## config.mk

```make
export PLATFORM = sky130hd
export DESIGN_NAME = osd_pattern_scheduler
export DESIGN_NICKNAME = d
export VERILOG_FILES = /design/src/rtl/osd_pkg.sv /design/src/rtl/osd_pair_counter.sv /design/src/rtl/osd_pattern_scheduler.sv
export SDC_FILE = /design/constraint.sdc
export NUM_CORES = 1
export LEC_CHECK = 0
export ABC_AREA = 1
export CAP_MARGIN = 25
export CORE_ASPECT_RATIO = 1.1
export CORE_MARGIN = 1
export CORE_UTILIZATION = 61
export DETAILED_ROUTE_END_ITERATION = 8
export GPL_TIMING_DRIVEN = 0
export PLACE_DENSITY = 0.85
export SYNTH_ARGS = -nofsm -noshare
export SYNTH_HDL_FRONTEND = slang
export SYNTH_HIERARCHICAL = 1
export SYNTH_SLANG_ARGS = --single-unit
export TNS_END_PERCENT = 10
```

## constraint.sdc

```tcl
create_clock -name clk -period 6.9 [get_ports clk]
set_clock_uncertainty 0.05 [all_clocks]
set_input_delay 0.69 -clock clk [delete_from_list [all_inputs] [get_ports clk]]
set_output_delay 0.69 -clock clk [all_outputs]
set_load 0.05 [all_outputs]
```

## src/rtl/osd_pkg.sv

```systemverilog
// osd_pkg
//   Shared types and helpers for the OSD test-pattern scheduler.
//   - state_t   : scheduler FSM states (S_IDLE, S_ORD0, S_ORD1, S_ORD2, S_FIN)
//   - ORDER_W   : width of a pattern order value
//   - osd_npat  : number of patterns emitted at order 2 for an information set of length k
package osd_pkg;

   typedef enum logic [2:0] {
      S_IDLE = 3'd0,
      S_ORD0 = 3'd1,
      S_ORD1 = 3'd2,
      S_ORD2 = 3'd3,
      S_FIN  = 3'd4
   } state_t;

   localparam int ORDER_W = 2;

   // 1 (order-0) + k single flips + k choose 2 pair flips
   function automatic int osd_npat(input int k);
      return 1 + k + (k * (k - 1)) / 2;
   endfunction

endpackage

```

## src/rtl/osd_pair_counter.sv

```systemverilog
// osd_pair_counter
//   Holds the bit-position counters i/j used to build flip masks. The same
//   counter serves the single-flip sweep (only i used) and the pair sweep
//   (i < j, lexicographic). The mask is registered alongside the counters.
// Ports
//   clk      in   clock, rising edge
//   rst      in   asynchronous active-high reset
//   clear_i  in   i=j=0, mask=0
//   load1_i  in   start single-flip sweep: i=0, mask=1<<0
//   load2_i  in   start pair sweep: i=0, j=1, mask=(1<<0)|(1<<1)
//   adv1_i   in   next single flip: i=i+1
//   adv2_i   in   next pair: j=j+1, or i=i+1 and j=i+2 when j is at K-1
//   mask_o   out  K-bit flip mask for the current position
//   last1_o  out  i is at the last single-flip position (K-1)
//   last2_o  out  (i,j) is the last pair (K-2, K-1)
module osd_pair_counter #(
   parameter int K = 8
) (
   input  logic         clk,
   input  logic         rst,
   input  logic         clear_i,
   input  logic         load1_i,
   input  logic         load2_i,
   input  logic         adv1_i,
   input  logic         adv2_i,
   output logic [K-1:0] mask_o,
   output logic         last1_o,
   output logic         last2_o
);

   // One extra bit so i+2 / compares against K-1 never wrap.
   localparam int IW = $clog2(K) + 1;

   logic [IW-1:0] i_q, i_d;
   logic [IW-1:0] j_q, j_d;
   logic [K-1:0]  mask_q, mask_d;

   function automatic logic [K-1:0] bit_at(input logic [IW-1:0] pos);
      return K'(1) << pos;
   endfunction

   always_comb begin
      i_d    = i_q;
      j_d    = j_q;
      mask_d = mask_q;
      if (clear_i) begin
         i_d    = '0;
         j_d    = '0;
         mask_d = '0;
      end else if (load1_i) begin
         i_d    = '0;
         mask_d = bit_at('0);
      end else if (load2_i) begin
         i_d    = '0;
         j_d    = IW'(1);
         mask_d = bit_at('0) | bit_at(IW'(1));
      end else if (adv1_i) begin
         i_d    = i_q + IW'(1);
         mask_d = bit_at(i_d);
      end else if (adv2_i) begin
         if (j_q == IW'(K - 1)) begin
            i_d = i_q + IW'(1);
            j_d = i_q + IW'(2);
         end else begin
            j_d = j_q + IW'(1);
         end
         mask_d = bit_at(i_d) | bit_at(j_d);
      end
   end

   always_ff @(posedge clk or posedge rst) begin
      if (rst) begin
         i_q    <= '0;
         j_q    <= '0;
         mask_q <= '0;
      end else begin
         i_q    <= i_d;
         j_q    <= j_d;
         mask_q <= mask_d;
      end
   end

   assign mask_o  = mask_q;
   assign last1_o = (i_q == IW'(K - 1));
   assign last2_o = (i_q == IW'(K - 2)) && (j_q == IW'(K - 1));

endmodule

```

## src/rtl/osd_pattern_scheduler.sv

```systemverilog
// osd_pattern_scheduler
//   Enumerates OSD test patterns for one decoding attempt: the order-0
//   pattern, all single-bit flips, then all bit-pair flips, up to a maximum
//   order latched at start. Patterns leave over a valid/ready stream; done
//   pulses for one cycle after the final transfer. All outputs registered.
// Optional feature macro: OSD_EARLY_STOP_EN (adds the stop input; stop=1 in
//   any emission cycle ends the run after any transfer of that cycle).
// Ports
//   clk        in   clock, rising edge
//   rst        in   asynchronous active-high reset
//   start      in   begin a run (sampled only when idle)
//   max_order  in   highest order to emit (3 is treated as 2), latched on start
//   pat_valid  out  pattern outputs are valid
//   pat_ready  in   downstream accepts the pattern this cycle
//   flip_mask  out  K-bit flip mask
//   pat_order  out  order of the current pattern
//   pat_idx    out  running pattern index within the run
//   busy       out  run in progress (including the done cycle)
//   done       out  one-cycle completion pulse
//   stop       in   early-termination request (OSD_EARLY_STOP_EN only)
module osd_pattern_scheduler
   import osd_pkg::*;
#(
   parameter  int K    = 8,
   localparam int NPAT = osd_npat(K),
   localparam int CNTW = $clog2(NPAT + 1)
) (
   input  logic               clk,
   input  logic               rst,
   input  logic               start,
   input  logic [ORDER_W-1:0] max_order,
   output logic               pat_valid,
   input  logic               pat_ready,
   output logic [K-1:0]       flip_mask,
   output logic [ORDER_W-1:0] pat_order,
   output logic [CNTW-1:0]    pat_idx,
   output logic               busy,
`ifdef OSD_EARLY_STOP_EN
   input  logic               stop,
`endif
   output logic               done
);

   state_t             state_q, state_d;
   logic [ORDER_W-1:0] ord_max_q, ord_max_d;
   logic               valid_q, valid_d;
   logic [ORDER_W-1:0] order_q, order_d;
   logic [CNTW-1:0]    idx_q, idx_d;
   logic               busy_q, busy_d;
   logic               done_q, done_d;

   logic cnt_clear, cnt_load1, cnt_load2, cnt_adv1, cnt_adv2;
   logic last1, last2;
   logic xfer, finish, stop_req;

`ifdef OSD_EARLY_STOP_EN
   assign stop_req = stop;
`else
   assign stop_req = 1'b0;
`endif

   assign xfer = valid_q & pat_ready;

   osd_pair_counter #(.K(K)) u_cnt (
      .clk     (clk),
      .rst     (rst),
      .clear_i (cnt_clear),
      .load1_i (cnt_load1),
      .load2_i (cnt_load2),
      .adv1_i  (cnt_adv1),
      .adv2_i  (cnt_adv2),
      .mask_o  (flip_mask),
      .last1_o (last1),
      .last2_o (last2)
   );

   always_comb begin
      state_d   = state_q;
      ord_max_d = ord_max_q;
      valid_d   = valid_q;
      order_d   = order_q;
      idx_d     = idx_q;
      busy_d    = busy_q;
      done_d    = 1'b0;
      cnt_clear = 1'b0;
      cnt_load1 = 1'b0;
      cnt_load2 = 1'b0;
      cnt_adv1  = 1'b0;
      cnt_adv2  = 1'b0;
      finish    = 1'b0;

      unique case (state_q)
         S_IDLE: begin
            if (start) begin
               state_d   = S_ORD0;
               ord_max_d = (max_order == 2'd3) ? 2'd2 : max_order;
               valid_d   = 1'b1;
               order_d   = 2'd0;
               idx_d     = '0;
               busy_d    = 1'b1;
               cnt_clear = 1'b1;
            end
         end
         S_ORD0, S_ORD1, S_ORD2: begin
            // Stop wins over advancing: the current transfer (if any) still
            // counts, but nothing further is presented.
            if (stop_req) begin
               finish = 1'b1;
            end else if (xfer) begin
               unique case (state_q)
                  S_ORD0: begin
                     if (ord_max_q != 2'd0) begin
                        state_d   = S_ORD1;
                        order_d   = 2'd1;
                        idx_d     = idx_q + CNTW'(1);
                        cnt_load1 = 1'b1;
                     end else begin
                        finish = 1'b1;
                     end
                  end
                  S_ORD1: begin
                     if (!last1) begin
                        idx_d    = idx_q + CNTW'(1);
                        cnt_adv1 = 1'b1;
                     end else if (ord_max_q == 2'd2) begin
                        state_d   = S_ORD2;
                        order_d   = 2'd2;
                        idx_d     = idx_q + CNTW'(1);
                        cnt_load2 = 1'b1;
                     end else begin
                        finish = 1'b1;
                     end
                  end
                  default: begin
                     if (!last2) begin
                        idx_d    = idx_q + CNTW'(1);
                        cnt_adv2 = 1'b1;
                     end else begin
                        finish = 1'b1;
                     end
                  end
               endcase
            end
         end
         S_FIN: begin
            state_d = S_IDLE;
            busy_d  = 1'b0;
         end
         default: begin
            state_d = S_IDLE;
         end
      endcase

      if (finish) begin
         state_d   = S_FIN;
         valid_d   = 1'b0;
         done_d    = 1'b1;
         cnt_clear = 1'b1;
      end
   end

   always_ff @(posedge clk or posedge rst) begin
      if (rst) begin
         state_q   <= S_IDLE;
         ord_max_q <= '0;
         valid_q   <= 1'b0;
         order_q   <= '0;
         idx_q     <= '0;
         busy_q    <= 1'b0;
         done_q    <= 1'b0;
      end else begin
         state_q   <= state_d;
         ord_max_q <= ord_max_d;
         valid_q   <= valid_d;
         order_q   <= order_d;
         idx_q     <= idx_d;
         busy_q    <= busy_d;
         done_q    <= done_d;
      end
   end

   assign pat_valid = valid_q;
   assign pat_order = order_q;
   assign pat_idx   = idx_q;
   assign busy      = busy_q;
   assign done      = done_q;

endmodule
```

---- Word level (Yosys, flattened, before mapping) ----
Index checks and enable logic that the tools add are counted.
word-level totals
  bits in registers ....................... 32
  output and inout bits ................... 19
  word-level logic and storage cells ...... 145
  input bits .............................. 6
cells by class
  bitwise logic cells ..................... 2
  mux-type cells .......................... 83
  equality and inequality tests ........... 25
  reductions and logical operators ........ 18
  shifts and indexed selects .............. 3
  $add $sub $neg .......................... 4
operators by type and width
  operator                                                           count
  4-bit 2-to-1 mux                                                   22
  8-bit 2-to-1 mux                                                   5
  6-bit 2-to-1 mux                                                   6
  1-bit 2-to-1 mux                                                   30
  4-bit inequality test, second input constant                       6
  6-bit one-hot mux with 2 select lines                              2
  1-bit by 4-bit << shifter with 8-bit output, first input constant  3
  3-bit inequality test, second input constant                       7
  3-bit 2-to-1 mux                                                   6
  4-bit by 3-bit == test with 1-bit output, second input constant    3
  2-bit 2-to-1 mux                                                   6
  3-bit one-hot mux with 2 select lines                              2
  6-bit AND reduction                                                2
  2-bit nonzero test                                                 5
  4-bit by 1-bit adder with 4-bit output, second input constant      2
  8-bit bitwise OR                                                   1
  2-bit one-hot mux with 2 select lines                              2
  7-bit AND reduction                                                1
  6-bit by 1-bit adder with 6-bit output, second input constant      1
  3-bit by 2-bit == test with 1-bit output, second input constant    2
  2-bit inequality test, second input constant                       3
  2-bit AND reduction                                                3
  5-bit nonzero test                                                 1
  4-bit by 2-bit adder with 4-bit output, second input constant      1
  11 further kinds                                                   13

---- Depth between registers and ports, before layout ----
  word-level depth ........................ 18
  gate-level depth with buffers ........... 17
  mapped depth without buffers ............ 17

---- Cells and area by module ----
The synthesis kept the hierarchy.
by module, submodules not included
  module                 seq. area each (sq um)  area an instance (sq um)  cells each  times used
  osd_pair_counter       400.4                   1,290.0                   199         1
  osd_pattern_scheduler  400.4                   977.2                     126         1

---- Least setup slack after synthesis ----
No wires, ideal clock.
  kind .................................... register to register
  start ................................... reg u_cnt.i_q[0]
  end ..................................... reg u_cnt.mask_q[7] (netlist: u_cnt/mask_o[7])
  cell stages (with the launch flop) ...... 16
  slack ................................... 4.472 ns
  data arrival time ....................... 2.312 ns
  cell sequence ........................... dfrtp_1 inv_1 ha_1 inv_1 nor4_1 nand3_1 and2_4 o21ai_1 nor2_1 nand3b_2 nand2_1 inv_1 nand3_1 inv_2 nand3_1 nand2_1
on the way
  elaborated cells on any way between the ends .. 45
  classes of those cells .................. add/sub (2); eq/ne (2); shift (3); mux (35); bitwise (1); reduce/logical (2)
RTL lines
  what                                                              RTL line                      source
  from (decl)                                                       osd_pair_counter.sv:34        logic [IW-1:0] i_q, i_d;
  from (signal assigned)                                            osd_pair_counter.sv:77        i_q <= i_d;
  4-bit by 3-bit == test with 1-bit output *                        osd_pair_counter.sv:85        assign last2_o = (i_q == IW'(K - 2)) && (j_q == IW'(K - 1));
  1-bit logical AND *                                               osd_pair_counter.sv:85
  net last2                                                         osd_pattern_scheduler.sv:53   logic last1, last2;
  1-bit 2-to-1 mux *                                                osd_pattern_scheduler.sv:135  if (!last2) begin
  1-bit one-hot mux with 2 select lines *                           osd_pattern_scheduler.sv:110  unique case (state_q)
  1-bit 2-to-1 mux *                                                osd_pattern_scheduler.sv:109  end else if (xfer) begin
  1-bit 2-to-1 mux *                                                osd_pattern_scheduler.sv:92   unique case (state_q)
  1-bit 2-to-1 mux *                                                osd_pattern_scheduler.sv:154  if (finish) begin
  net cnt_clear                                                     osd_pattern_scheduler.sv:52   logic cnt_clear, cnt_load1, cnt_load2, cnt_adv1, cnt_adv2;
  5-bit nonzero test (no line) or 8-bit 2-to-1 mux (tied branches)  -
  to (signal assigned)                                              osd_pair_counter.sv:79        mask_q <= mask_d;
  to (decl)                                                         osd_pair_counter.sv:36        logic [K-1:0] mask_q, mask_d;
Mark *: on every way through the listed nets, which the timed path passes. The rest lies on a longest branch. The select of a mux whose other input is x is not followed.
A chain may end at the register's enable or synchronous reset.

---- Worst setup path in the final report ----
  start ................................... reg u_cnt.i_q[0]
  end ..................................... reg u_cnt.mask_q[6] (netlist: u_cnt/mask_o[6])
Same word-level chain as after synthesis.

==> impl_results.md <==
* CP Launch Type: register
* Layout cells sized above 1 at 12.6%
* Synthesized instance count at 325
* Synth cell types at 37
* Synthesized flop and latch total at 32
* Total number of vias at about 2200
* Die footprint at just under 4000 um2
* Post-layout util at 76.3%
* Internal power at around 0.58 mW
* Crit-path max FO at 7
* RSZ-0062 raised after global routing: false
* Worst-Margin Slew at 0.675 ns
* Combinational power share at 65.5%
* Clock Tree Root: clkbuf_4
* Syn avg cell area at around 7.0 um2
* Vias in the first global route at 2085
* Largest net degree at the start of global routing at 17
* Final hold violations at 0
* GPL Wtd Cong at roughly 0.9
* Setup-failing EPs final at 0
* Nets at 370
* Switching share of total power at approximately 55%
* Final Critical Period at 3.10 ns
* Ant diodes at 0
* Num CTS Buffers at 5
* Worst-case clock buffer depth at 2
* Clock network power share at between 8 and 9%
* Leak pwr at 1.37 nW
* Crit path DAT at 3.32 ns
* Post-CTS Setup Repair Bufs at 0
* Synth warn at 6
* Ys flop type: dfrtp_1
* Final setup TNS at 0 ns
* DRT iter0 DRCs at 132
* Starting density of the core at about two thirds
* Compound-cell area share of the yosys netlist at 7.56%
* Xor/xnor share of the synthesized area at under 10%
* H-tree lvl count at 2
* EDFF count, synth at 0
* Seq/Total Area, Yosys at about a third
* Global-route wire length before repair at 8560 um
* Routed Antenna Nets at 0
* Buffers on Ports at 24
* Total global-route track usage at 28.9%
* FFs w/ async S/R, synth at between 90% and 100%
* Worst EP required at 7.12 ns
* Area Overhead vs Synth at 15.8%
* Largest family of logic cells by synthesized area: simple AND/OR/NAND/NOR gates
* Slew Viols, Final at 0
* Minimum hold slack at roughly 0.44 ns
* Final wirelength at 5030 um
* Worst rel slew slack at approximately 55%
* Switch Pwr at 0.697 mW
* Via density at about 5.5
* Post-DP HPWL at around 4100 um
* Syn nets at 339
* Die Width at 60.1 um
* Post-synthesis cell area at 2270 um2
* Antenna violations before repair at 0
* Skew-Pair Late Insertion Delay at between 0.3 and 0.4 ns
* Remaining Overflow, GRT at 0
* CP bufs+invs at 4
* VDD IR max at 337 uV
* Drt wl/cell at 12.4 um
* Post-Layout Cell Count at 405
* Crit end category: register
* Die Ht at 65.9 um
* Dpl cells at 397
* Crit share post-route at 44.9%
* Power density cells at 486 nW/um2
* Crit Path Class: register to register
* Drt first pass iters at 4
* Critical path's top delay family: simple AND/OR/NAND/NOR gates
* CTS clk-pin slew, worst paths at about 0.1 ns
* Slowest Stage Delay on Critical Path at ~0.55 ns
* Mux cell area share after synthesis at 0%
* Placement row count at 22
* Max-Cap Viols at 0
* Maximum clock rate at 323 MHz
* Share of power burned in registers at 25.7%
* CTS Hold Buffers Added at 0
* Clock tree sinks at 32
* Outcome: finished, final reports clean
* Core area at 3440 um2
* CTS tree: done
* # IOs at 25
* Worst-path cell chain: inv_1 -> ha_1 -> inv_1 -> nor4_1 -> nand3_1 -> and2_4 -> o21ai_1 -> nor2_1 -> nand3b_2 -> nand2_1 -> inv_1 -> nand3_1 -> inv_2 -> nand3_1 -> nand2_1
* Synth Area in Simple Gates at 42.4%
* Post-route DRC at 0
* Min-delay worst type: register to register
* Adder-Cell Fraction of Synth Area at 4.42%
* Post-CTS sizing at 0
* CP max-delay cell: nor4_1
==> Yosys cell counts, drive strengths merged (3+ instances only) <==
cell | instances | area [um2]
o21ai | 10 | 50.1
xor2 | 3 | 26.3
o22ai | 5 | 31.3
nand2 | 116 | 460
nor3 | 3 | 15.0
dfrtp | 32 | 801
o31ai | 4 | 30.0
nand3 | 32 | 170
a21oi | 4 | 20.0
ha | 8 | 100
nor2 | 39 | 231
inv | 47 | 179
nand4 | 6 | 37.5
==> registers in the layout (all words and copies together) (netlist names) <==
signal,flops
state_q,3
done,1
busy,1
u_cnt/mask_o,8
pat_idx,6
pat_valid,1
pat_order,2
ord_max_q,2
u_cnt/i_q,4
u_cnt/j_q,4
==> worst reg2reg max path, stage by stage, from the launching register on <==
cell	delay (ns)
dfrtp_1	0.48
inv_1	0.20
ha_1	0.17
inv_1	0.07
nor4_1	0.55
nand3_1	0.19
and2_4	0.22
o21ai_1	0.18
nor2_1	0.13
nand3b_2	0.16
nand2_1	0.09
inv_1	0.08
nand3_1	0.14
inv_2	0.15
nand3_1	0.11
nand2_1	0.09
==> final timing paths <==
check	startpoint	endpoint	slack [ns]	depth (start not counted)
setup / recovery	u_cnt/i_q[0]$_DFFE_PP0P_	u_cnt/mask_o[6]$_DFFE_PP0P_	3.80	15
hold / removal	pat_order[0]$_DFFE_PP0P_	pat_order[0]$_DFFE_PP0P_	0.44	2
setup reg to reg	u_cnt/i_q[0]$_DFFE_PP0P_	u_cnt/mask_o[6]$_DFFE_PP0P_	3.80	15
hold reg to reg	pat_order[0]$_DFFE_PP0P_	pat_order[0]$_DFFE_PP0P_	0.44	2
max in group asynchronous	rst	u_cnt/i_q[3]$_DFFE_PP0P_	5.65	2
min in group asynchronous	rst	pat_idx[4]$_DFFE_PP0P_	0.70	2
==> power groups by stage <==
| stage | logic [mW] | registers [mW] | clock network (mW) |
|---|---|---|---|
| 2_1_floorplan | 0.505 | 0.443 | 0 |
| 4_1_cts | 0.833 | 0.327 | 0.116 |
| 6_report | 0.836 | 0.328 | 0.112 |
| 5_1_grt | 0.920 | 0.339 | 0.123 |
| 3_3_place_gp | 0.813 | 0.327 | 0 |
| 3_5_place_dp | 0.832 | 0.330 | 0 |
==> logic make-up (layout without fill, tap and decap cells) <==
group | after synthesis | count (layout)
compound gates | 28 | 28
xor+xnor | 4 | 4
fa+ha+maj | 8 | 8
buf+inv | 51 | 83
flops | 32 | 32
simple gates | 202 | 202
==> layout by cell type (no fill, tap or decap), drive strengths merged <==
master and instances:
a21boi 1, a21oi 4, and2 2, buf 2, clkbuf 10, clkdlybuf4s50 24, dfrtp 32, ha 8
inv 47, nand2 116, nand3 32, nand3b 1, nand4 6, nor2 39, nor3 3, nor3b 1
nor4 1, o211ai 1, o21a 1, o21ai 10, o221ai 2, o22ai 5, o31ai 4, or2 1
xnor2 1, xor2 3
==> cell type report <==
cell class	instances	area [um2]
clock buffers	8	58.8
multi-input cells	242	1270
inverters	47	179
well taps	48	60.1
flip-flops and latches	32	801
fillers	274	815
plain buffers	4	20.0
repair buffers	24	240
==> per-stage QoR <==
stage / worst slack, ns / total power [mW] / area [um2]
5_1_grt: 3.57 / 1.38 / 2630
2_1_floorplan: 4.47 / 0.949 / 2270
6_report: 3.80 / 1.28 / 2630
3_3_place_gp: 3.97 / 1.14 / 2570
3_5_place_dp: 3.88 / 1.16 / 2570
4_1_cts: 3.86 / 1.28 / 2630
==> layer usage <==
layer / track usage [%] / wire [um] / vias up
met4: 13.7 / 97 / 0
met2: 51.6 / 2660 / 48
met5: 0 / 0 / -
li1: - / - / 1100
met1: 31.6 / 2070 / 1051
met3: 6.26 / 201 / 11
Power figures use the tool's default switching activity.
